`src/rtl/truth_table_sequencer.sv`:
```
// truth_table_sequencer
// Walks a combinational gate under test through all 2**N_IN input vectors.
// Each vector is held for SETTLE cycles plus one sample cycle, then gate_out
// is captured into the truth table. After the last vector the table is compared
// with the expected pattern latched at start, and a one-cycle done pulse is issued.
//
// state    | meaning
// ---------+-------------------------------------------------------------
// S_IDLE   | waiting for start, gate_in parked at 0, results held
// S_SETTLE | gate_in = idx, counting down settle cycles in r_cnt
// S_SAMPLE | gate_out captured into table_q[idx] on the exit edge
// S_CHECK  | compare table_q with r_exp_q, pulse done, return to idle

module truth_table_sequencer #(
    parameter  int N_IN   = 2,
    parameter  int SETTLE = 1,
    localparam int V      = 2 ** N_IN
) (
    input  logic            clk,
    input  logic            rst_n,
    input  logic            i_start,
    input  logic [V-1:0]    i_expected,
    output logic [N_IN-1:0] o_gate_in,
    input  logic            i_gate_out,
    output logic            o_busy,
    output logic            o_done,
    output logic            o_pass,
    output logic [V-1:0]    o_table_q,
    output logic [N_IN:0]   o_mismatch_cnt
);

    localparam int CW = (SETTLE > 1) ? $clog2(SETTLE) : 1;
    localparam logic [CW-1:0]   CNT_LOAD = CW'(SETTLE - 1);
    localparam logic [N_IN-1:0] IDX_LAST = N_IN'(V - 1);
    localparam logic [N_IN-1:0] IDX_ONE  = N_IN'(1);

    typedef enum logic [1:0] {
        S_IDLE,
        S_SETTLE,
        S_SAMPLE,
        S_CHECK
    } state_t;

    state_t          r_state;
    logic [N_IN-1:0] r_idx;
    logic [CW-1:0]   r_cnt;
    logic [V-1:0]    r_exp_q;

    logic [V-1:0]    w_diff;
    logic [N_IN:0]   w_mismatch;

    assign w_diff = o_table_q ^ r_exp_q;

    // Population count of differing table bits, consumed only in S_CHECK.
    always_comb begin
        w_mismatch = '0;
        for (int i = 0; i < V; i++) begin
            w_mismatch = w_mismatch + {{N_IN{1'b0}}, w_diff[i]};
        end
    end

    // Sequencer FSM; every output is registered here.
    always_ff @(posedge clk or negedge rst_n) begin
        if (!rst_n) begin
            r_state        <= S_IDLE;
            r_idx          <= '0;
            r_cnt          <= '0;
            r_exp_q        <= '0;
            o_gate_in      <= '0;
            o_busy         <= 1'b0;
            o_done         <= 1'b0;
            o_pass         <= 1'b0;
            o_table_q      <= '0;
            o_mismatch_cnt <= '0;
        end else begin
            o_done <= 1'b0;
            case (r_state)
                S_IDLE: begin
                    o_gate_in <= '0;
                    if (i_start) begin
                        r_exp_q        <= i_expected;
                        r_idx          <= '0;
                        r_cnt          <= CNT_LOAD;
                        o_table_q      <= '0;
                        o_pass         <= 1'b0;
                        o_mismatch_cnt <= '0;
                        o_busy         <= 1'b1;
                        r_state        <= S_SETTLE;
                    end
                end
                S_SETTLE: begin
                    if (r_cnt != '0) begin
                        r_cnt <= r_cnt - CW'(1);
                    end else begin
                        r_state <= S_SAMPLE;
                    end
                end
                S_SAMPLE: begin
                    o_table_q[r_idx] <= i_gate_out;
                    if (r_idx == IDX_LAST) begin
                        // Park the stimulus while the result is evaluated.
                        o_gate_in <= '0;
                        r_state   <= S_CHECK;
                    end else begin
                        r_idx     <= r_idx + IDX_ONE;
                        o_gate_in <= r_idx + IDX_ONE;
                        r_cnt     <= CNT_LOAD;
                        r_state   <= S_SETTLE;
                    end
                end
                S_CHECK: begin
                    o_pass         <= (o_table_q == r_exp_q);
                    o_mismatch_cnt <= w_mismatch;
                    o_done         <= 1'b1;
                    o_busy         <= 1'b0;
                    r_state        <= S_IDLE;
                end
                default: begin
                    r_state <= S_IDLE;
                end
            endcase
        end
    end

endmodule

```
`config.mk`:
```
export PLATFORM = sky130hd
export DESIGN_NAME = truth_table_sequencer
export DESIGN_NICKNAME = d
export VERILOG_FILES = /design/src/rtl/truth_table_sequencer.sv
export SDC_FILE = /design/constraint.sdc
export NUM_CORES = 1
export LEC_CHECK = 0
export ABC_CLOCK_PERIOD_IN_PS = 5400
export BUFFER_PORTS_ARGS = -buffer_cell sky130_fd_sc_hd__clkbuf_2
export CORE_MARGIN = 4
export CORE_UTILIZATION = 55
export DETAILED_ROUTE_END_ITERATION = 8
export GPL_TIMING_DRIVEN = 1
export PLACE_DENSITY = 0.89
export SETUP_SLACK_MARGIN = 0.02
export SLEW_MARGIN = 20
export SYNTH_ARGS = -nofsm -noshare
export SYNTH_HDL_FRONTEND = slang
export SYNTH_SLANG_ARGS = --single-unit
```
`constraint.sdc`:
```
create_clock -name clk -period 5.4 [get_ports clk]
set_input_delay 0.81 -clock clk [delete_from_list [all_inputs] [get_ports clk]]
set_output_delay 0.81 -clock clk [all_outputs]
set_load 0.01 [all_outputs]
```
; ---- Yosys cells after proc, flatten, opt, wreduce, memory -nomap -nowiden
; Cells that the tools add are included.
; W data, S select, Z words.
[word_totals]
input_bits = 8
out_inout_bits = 12
elab_cells = 61
reg_bits = 21
[classes]
bitwise_logic = 1
order_cmp = 2
n_mux = 24
eq_ne = 8
n_reduce_logical = 11
add_sub_neg = 5
[ops]
columns = operator, count
row1 = $mux W2, 6
row2 = $pmux W2 S2, 2
row3 = $pmux W2 S4, 1
row4 = $pmux W4 S2, 1
row5 = $reduce_and A2 Y1, 4
row6 = $eq A2 B2 Y1 const B, 3
row7 = $mux W1, 6
row8 = $ne A2 B2 Y1 const B, 3
row9 = $pmux W3 S2, 1
row10 = $reduce_and A3 Y1, 2
row11 = $bwmux W4, 1
row12 = $eq A4 B4 Y1, 1
row13 = $mux W4, 1
row14 = $pmux W1 S2, 2
row15 = $reduce_bool A2 Y1, 2
row16 = $xor A4 B4 Y4, 1
row17 = $add A2 B1 Y3, 1
row18 = $add A3 B1 Y3, 1
row19 = $lt A2 B3 Y1 const B, 1
row20 = $mux W3, 1
row21 = $pmux W1 S3, 1
row22 = $reduce_bool A3 Y1, 1
row23 = $add A1 B1 Y2, 1
row24 = $add A2 B1 Y2 const B, 1
row25 = other kinds (6), 6

; ---- Depth between registers and ports, before layout
; Gate-level depths: netlist of run 1.
[logic_depth]
ltp_word = 6
ltp_mapped = 6
depth_no_buf = 6

; ---- Worst setup path after synthesis of run 1
; No wires, ideal clock.
[synth_path]
path_type = register -> register
start = reg o_table_q[0]
end = reg o_mismatch_cnt[1]
slack_ns = 3.543
t_required_ns = 5.267
n_path_buf = 0
setup_time_ns = 0.133
period_less_slack_ns = 1.857
t_arrival_ns = 1.724
stages_incl_launch_ff = 7
path_cell_list = dfrtp_1 > xnor2_1 > fa_1 > inv_1 > ha_1 > ha_1 > o2bb2ai_1
[synth_between]
elab_chain_len = 5
[synth_lines]
columns = item, line_no
row1 = from (decl), 28  ; output logic [V-1:0] o_table_q,
row2 = "from (signal, indexed assignment)", 99  ; o_table_q[r_idx] <= i_gate_out;
row3 = $xor A4 B4 Y4, 52  ; assign w_diff = o_table_q ^ r_exp_q;
row4 = $add A1 B1 Y2, 58  ; w_mismatch = w_mismatch + {{N_IN{1'b0}}, w_diff[i]};
row5 = $add A2 B1 Y3, 58
row6 = $add A3 B1 Y3, 58
row7 = $pmux W3 S2, 77  ; case (r_state)
row8 = to (signal assigned), 113  ; o_mismatch_cnt <= w_mismatch;
row9 = to (decl), 29  ; output logic [N_IN:0] o_mismatch_cnt
; Every way passes these cells.
; A chain may end at the register's enable or synchronous reset.

; ---- Worst setup path after layout of run 1
; Ends and elaborated chain as after synthesis.

==> reports/results.txt, run 1 <==
The flow ran to the end, and the final reports show no timing, DRC or antenna violations. Counting every instance in the synthesized netlist gives 85. TritonCTS built the clock tree. The count of buffers added on input and output ports is 19. Measured against the total synthesized area, the mux share comes to 8.66%.

The tools report the sum of negative setup slack as 0 ps. After detailed routing, the average wire length per cell comes to 13.4 um. The library cell used most frequently in the layout, excluding fill and tap cells, is sky130_fd_sc_hd__dfrtp_1. The detailed-routing iteration count for the pre-antenna-repair pass was 4. The overall routed net length was 1.75 mm. In this run the mean area of a mapped cell was 11.6 um^2. From synthesis to final layout, the design area changed by 15.9%. STA classifies the critical path startpoint as a flop. Data on the critical path arrives at its endpoint at 2140 ps.

The worst-path maximum fanout was 4. The worst setup path category was reg -> reg. The initial DRC count is 13, and the total vias in the final route is 673. STA classifies the critical path endpoint as a flop. The run gives 66.7% as the final core area utilization.

The tools report the multi-input logic area as 429 um^2. Dividing total power by cell area gives a power density of 642 mW/mm^2. For the pin with the worst max-slew slack, the measured transition is 487 ps.

The simple-gate share of the synthesized area came out at 10.7%. For the post-synth net total, the log shows 101. Setup repair after global routing left no endpoint under its margin. Clock-pin slew was measured on the worst setup and hold paths at 110 ps. Clock tree synthesis inserted a total of 3 buffers. The finished layout holds 131 standard cells, fillers aside. Clock tree root driver cell: sky130_fd_sc_hd__clkbuf_4. The floorplan step set the die height to 50.3 um.

The initialized floorplan defines 15 standard-cell rows. In this run the remaining antenna-violating nets after routing total 0. For the number of cells upsized or downsized after cts, the log shows 0. Setup violations remaining at the end of the flow were counted as 0.

The number of H-tree levels is 1, and the post-CTS repair timing setup buffer count is 0. 0 antenna diodes ended up in the layout. The logs give 0 for the number of max-cap violations and 3.25 mm for the first-pass GRT wire length.

At the later pin of the worst-skew pair, clock insertion delay measures 300 ps. On the worst path, the slowest cell contributes a delay of 560 ps. The logs give 709 for the via count of the first global-routing pass and 0.510 GHz for the upper clock frequency limit.

Among the stages of the critical path, the cell type that occurs most often is sky130_fd_sc_hd__ha_1. The cell area that synthesis handed to floorplanning was 982 um^2. The run gives 0 as the number of hold-slack violations in the final timing report. The fraction of layout cells with a size suffix above 1 came out at 26.4%. The worst path buffer plus inverter count was 1; the total overflow reported by the global router was 0.

Clock sink count: 20. Total placed cells including tap cells: 127. Summing all flip-flop and latch instances after layout gives 500 um^2. The number of remaining DRC errors is 0. Buffers inserted to repair hold after CTS numbered 0. Entering global routing, the biggest net connects 21 pins.

Final hold analysis gives a worst-case slack of 446 ps. The synthesis-stage register bit count is 20. The leakage power figure came out at 0.566 nW. Width of the die: 50.3 um. In this run the tightest slew margin relative to its limit is 67.5%.

The final critical path time including I/O delays and setup was 1960 ps; the number of ports placed on the die boundary was 20. The tools report the routability-driven placement congestion ratio as 0.761. Among all stages on the critical path, the largest delay is contributed by sky130_fd_sc_hd__fa_1. The logs give 0.00253 mm^2 for the full die area and 51.0% for the share of synthesized area occupied by flip-flops and latches. The share of the clock period used by the worst path after layout was 36.3%. Dividing the detail-routed via count by the number of cells gives 5.14. The count of final max-slew check failures came out at 0.

For the clock tree buffer depth, the log shows 2. Adder-cell share of the synthesized area: 11.0%. The final layout contains 123 nets. The netlist uses 23 different library cells. The synthesized-area fraction occupied by xor and xnor cells was 3.57%; the number of antenna violations at the first check in global routing was 0. Synthesized-area fraction occupied by ao, oa, aoi and oai cells: 9.81%.

Once the floorplan was initialized, standard cells occupied 57.5% of the core. The worst hold path belongs to the class in -> async. The total track usage came out at 17.1%.

At the worst endpoint, the required time is 5580 ps. The worst-case IR drop observed on VDD is 407 uV. The library cells used most frequently in the layout, excluding fill and tap cells, are sky130_fd_sc_hd__dfrtp_1 (20), sky130_fd_sc_hd__clkbuf_2 (19), sky130_fd_sc_hd__nand2_1 (12).

The main combinational cell family by area after synthesis is adder cells. The number of fill cells was 124; the HPWL after detailed placement was 1.32 mm. Yosys printed 0 warnings. The floorplan step defined a core boundary enclosing 0.00171 mm^2.

Walking the worst path, the cells encountered are xnor2_1 > fa_1 > inv_1 > ha_1 > ha_1 > o2bb2ai_1. Between clock sinks in the finished design, the worst skew comes to 1.39 ps. The cell class contributing the biggest share of worst-path delay was adder cells.
-- worst reg2reg max path, delay by kind of cell (launching register included) --
family	cells	cell delay (ps)
adder cells (fa/ha/maj)	3	1040
flip-flops	1	440
XOR/XNOR	1	190
AO/OA/AOI/OAI	1	130
buffers and inverters	1	50
-- area by class of cell --
cell class	instances	area share (%)
Multi-Input combinational cell	55	37.7
Tap cell	25	2.75
Inverter	8	2.64
Clock buffer	3	1.98
Sequential cell	20	44.0
Timing Repair Buffer	19	8.35
Clock inverter	1	2.64
-- metrics by stage --
stage / total power, mW / cell area [um^2] / worst slack, ps
after floorplan: 0.511 / 982 / 3540
after global placement: 0.575 / 1090 / 3570
after detailed placement: 0.602 / 1090 / 3460
after CTS: 0.736 / 1140 / 3430
after global routing: 0.808 / 1140 / 3320
final: 0.731 / 1140 / 3440
-- kinds of logic (layout without fill, tap and decap cells) --
| group | count (synthesis) | after routing |
|---|---|---|
| and+or+nand+nor | 21 | 21 |
| AOI/OAI and AO/OA | 14 | 14 |
| buffers and inverters | 10 | 31 |
| xor gates and xnor gates | 4 | 4 |
| DFF | 20 | 20 |
| muxes | 8 | 8 |
| adders and majority gates | 8 | 8 |
-- state kept, by name, indices dropped and copies added, names as in the netlist --
name / flops
r_exp_q: 4
o_pass: 1
o_done: 1
o_gate_in: 2
o_busy: 1
r_idx: 2
o_mismatch_cnt: 3
o_table_q: 4
r_state: 2
-- synthesized netlist by cell type --
cell type / instances / area (um^2)
sky130_fd_sc_hd__dfrtp_1: 20 / 500
sky130_fd_sc_hd__a22o_1: 1 / 8.76
sky130_fd_sc_hd__a22oi_1: 1 / 7.51
sky130_fd_sc_hd__ha_1: 7 / 87.6
sky130_fd_sc_hd__o211ai_1: 1 / 7.51
sky130_fd_sc_hd__inv_1: 8 / 30.0
sky130_fd_sc_hd__o21ai_0: 5 / 25.0
sky130_fd_sc_hd__nand2_1: 12 / 45.0
sky130_fd_sc_hd__nor2_1: 3 / 11.3
sky130_fd_sc_hd__fa_1: 1 / 20.0
sky130_fd_sc_hd__o2bb2ai_1: 3 / 26.3
sky130_fd_sc_hd__nor3b_4: 1 / 18.8
sky130_fd_sc_hd__o31ai_1: 1 / 7.51
sky130_fd_sc_hd__xor2_1: 1 / 8.76
sky130_fd_sc_hd__nand3b_1: 1 / 7.51
sky130_fd_sc_hd__o22ai_1: 1 / 6.26
sky130_fd_sc_hd__xnor2_1: 3 / 26.3
sky130_fd_sc_hd__mux2i_1: 4 / 40.0
sky130_fd_sc_hd__o21bai_1: 1 / 7.51
sky130_fd_sc_hd__nor2b_1: 2 / 12.5
sky130_fd_sc_hd__nand3_1: 2 / 10.0
sky130_fd_sc_hd__mux2_2: 4 / 45.0
sky130_fd_sc_hd__buf_6: 2 / 22.5
-- metal layers --
layer	part of all wire, %	vias to the layer above	wire length, um	global-route usage, %
met5	0	-	0	0
met2	50	16	878	28.7
met1	43	329	753	22.4
li1	-	326	-	-
met4	0.57	0	10	4.15
met3	6.1	2	107	3.86
-- report_power, final --
group	internal [mW]	leakage [nW]	switching, mW
clock network	0.0750	0.0279	0.0466
registers	0.210	0.258	0.0596
logic	0.153	0.280	0.187
-- path summary, 6_finish.rpt --
kind	cells after the start	startpoint	end	slack [ps]
max	6	o_table_q[0]	o_mismatch_cnt[1]	3440
min	1	rst_n	o_gate_in[0]	450
max reg2reg	6	o_table_q[0]	o_mismatch_cnt[1]	3440
min reg2reg	2	o_gate_in[0]	o_gate_in[0]	500
max in group asynchronous	1	rst_n	r_exp_q[0]	4630
min in group clk	2	o_gate_in[0]	o_gate_in[0]	500
No activity file was read; power rests on OpenSTA's default activity.
==> run 2, diff against run 1 <==
ABC_CLOCK_PERIOD_IN_PS = 1700   (was 5400)
CORE_UTILIZATION = 47   (was 55)
PLACE_DENSITY = 0.82   (was 0.89)
clock period = 1.7 ns   (was 5.4 ns; I/O delays follow)
==> reports/results.txt, run 2 (synthesis results as in run 1) <==
The run finished, with violations left. The final reports fail on setup timing. The maximum number of pins on one net before global-route repair was 21; the share of the clock period used by the worst path after layout was 104%. For this block, the via count after detailed routing is 675. The width of the die works out to 53.7 um. The worst setup path startpoint is o_table_q[0]. For this design the static power due to leakage is 0.596 nW. The vertical die dimension was 53.7 um; the clock latency at the later pin of the worst-skew pair was 290 ps. The tools report the required time at the endpoint of the critical path as 1870 ps. The master of the slowest instance on the critical path is sky130_fd_sc_hd__fa_1. Number of H-tree levels: 1. The worst setup path category was reg -> reg. For this run the aggregate overflow at the end of global routing stands at 0. The final-stage net count is 129, and the worst setup slack after layout is -75.2 ps. The share of total power dissipated in combinational logic is 58.3%. The maximum resistive drop on vdd is 1430 uV.

Leaving out fill and tap cells, the most frequent cell in the layout is sky130_fd_sc_hd__clkbuf_2. For the pin with the worst max-slew slack, the measured transition is 482 ps. In this run the post-CTS setup repair buffer count came out at 0. In the layout the commonest cells are sky130_fd_sc_hd__clkbuf_2 (19), sky130_fd_sc_hd__dfrtp_1 (18), sky130_fd_sc_hd__nand2_1 (12).

The run gives 191 ps as the worst slack on hold paths. For this run, the total global-route usage over all layers was measured as 14.0%. The first global-routing pass estimated 2.89 mm of wire. The run gives 2 as the total setup violations reported at the end of the flow. Clock tree synthesis found a total of 20 sinks. The startpoint of the most critical hold path was i_expected[3]. Of the total power, registers draw 33.4%.

Wires add up to 1.67 mm. The routability-driven placement congestion ratio is 0.837. Net switching power: 1.03 mW.

Cell class contributing the biggest share of worst-path delay: adder cells. Along the worst path, the maximum fanout reaches 2. Worst path buffer plus inverter count: 1. The pre-antenna-repair detailed-routing pass consisted of 4 iterations. The share of power burned in the clock network is 8.4%. Row generation in the floorplan step produced 16 rows.

The kind of end point of the critical path was a flop. The most numerous cell type found on the critical path is sky130_fd_sc_hd__ha_4. Once detail routing completed, the nets flagged for antenna violations numbered 0. The count of port buffers added during placement came out at 19. The clock tree buffer depth is 2, and the per-cell via count in the routed design is 4.89. For the worst setup path, the data arrival time is 1950 ps. The path class of the tightest hold or removal check is in -> reg.

The signed area change from the synthesized netlist to the final layout is 24.3%, and the number of hold-slack violations in the final timing report is 0. Upper clock frequency limit: 0.563 GHz. For this configuration, the core starts out at a cell density of 49.6%. The tree is rooted in a sky130_fd_sc_hd__clkbuf_4.

For this design the top-level I/O count stands at 20. The logs give 1.51 mW for the internal power and 3.42 ps for the final setup skew. The tools report the initial DRC count as 12.

Reg-to-reg critical path startpoint: o_table_q[0]. The power density of the placed cells is 2080 mW/mm^2, and the sum of negative setup slack is -93.2 ps. For the HPWL after detailed placement, the log shows 1.31 mm. The fraction of layout cells with a size suffix above 1 was 37.8%; the number of antenna violations at the first check in global routing was 0.

The tools report the number of remaining DRC errors as 0. The die covers 0.00289 mm^2. The largest registers in the layout are o_table_q x4, r_exp_q x4, o_mismatch_cnt x3. The number of buffers inserted during clock tree synthesis is 3.

In this run switching power makes up 40.5% of total power. Across the run, the number of max-cap violations was 0. The critical path goes through xnor2_2 > fa_1 > inv_2 > ha_4 > ha_4 > o2bb2ai_2. The tools report the count of final max-slew check failures as 0. Via count of the first global-routing pass: 690. STA classifies the critical path startpoint as a flop. TritonCTS built the clock tree. After detailed routing, the average wire length per cell comes to 12.1 um. The clock transition at the register clock pins on the worst setup and hold paths after CTS works out to 100 ps.

The relative slew slack was 67.9%; the highest cell delay on the worst timing path was 550 ps. The antenna diode count is 0. Setup repair after global routing could not meet its margin everywhere.

In this run the standard cell core region covers 0.00198 mm^2. The final critical path time including I/O delays and setup is 1780 ps.
[run 2: cell types whose count changed in the layout (fill, tap and decap cells not counted), moves of 2 or more]
| cell | before | now |
|---|---|---|
| sky130_fd_sc_hd__xnor2_1 | 3 | 0 |
| sky130_fd_sc_hd__dfrtp_1 | 20 | 18 |
| sky130_fd_sc_hd__dfrtp_2 | 0 | 2 |
| sky130_fd_sc_hd__o2bb2ai_2 | 0 | 2 |
| sky130_fd_sc_hd__buf_4 | 0 | 5 |
| sky130_fd_sc_hd__ha_4 | 0 | 2 |
| sky130_fd_sc_hd__xnor2_2 | 0 | 3 |
| sky130_fd_sc_hd__ha_1 | 7 | 5 |
| sky130_fd_sc_hd__o2bb2ai_1 | 3 | 1 |
[run 2: area by class of cell]
type                       count  area [um^2]
tap                           27         33.8
inverter                       8         30.0
fill                         160          761
sequential                    20          503
multi-input combinational     55          489
clock buffer                   3         22.5
timing repair buffer          25          143
[run 2: stage by stage]
stage	total power [mW]	utilization, %	worst slack, ps	area, um^2	std cells
floorplan	1.68	-	-119	1000	85
CTS	2.57	61.6	-87.3	1220	138
detailed placement	2.05	58.0	-169	1150	134
global route	2.80	61.6	-118	1220	138
finish	2.54	61.6	-75.2	1220	138
global placement	1.99	58.0	-91.2	1150	134
[run 2: path summary, 6_finish.rpt]
| check | endpoint | slack (ps) | cells after the start |
|---|---|---|---|
| setup / recovery | o_mismatch_cnt[1] | -80 | 6 |
| hold / removal | r_exp_q[3] | 190 | 2 |
| hold reg to reg | o_gate_in[0] | 490 | 2 |
| min in group asynchronous | o_gate_in[0] | 440 | 2 |
| setup reg to reg | o_mismatch_cnt[1] | -80 | 6 |
| max in group asynchronous | o_table_q[3] | 900 | 2 |
[run 2: power groups by stage]
stage / logic [mW] / registers, mW / clock network [mW]
after floorplan: 0.825 / 0.858 / 0
after global placement: 1.15 / 0.839 / 0
after detailed placement: 1.20 / 0.849 / 0
after CTS: 1.50 / 0.846 / 0.222
after global routing: 1.68 / 0.872 / 0.245
final: 1.48 / 0.846 / 0.213
[run 2: layer usage]
| layer | global-route usage (%) | up-vias | share of wire (%) |
|---|---|---|---|
| met2 | 23.8 | 15 | 49 |
| met3 | 2.49 | 5 | 4.3 |
| met5 | 0 | - | 0 |
| li1 | - | 337 | - |
| met4 | 6.38 | 0 | 1.6 |
| met1 | 17.0 | 318 | 45 |
[run 2: repair_timing]
item	CTS	global route
hold buffers	1	0
pin swaps	3	1
resized for setup	6	0
endpoints found under the hold margin	20	0
endpoints found under the setup margin	3	3
[run 2: worst register-to-register path: cells and delay by family (launching register included)]
family	cells	cell delay, ps
fa+ha+maj	3	910
compound gates	1	110
flops	1	440
buf+inv	1	50
xor+xnor	1	150
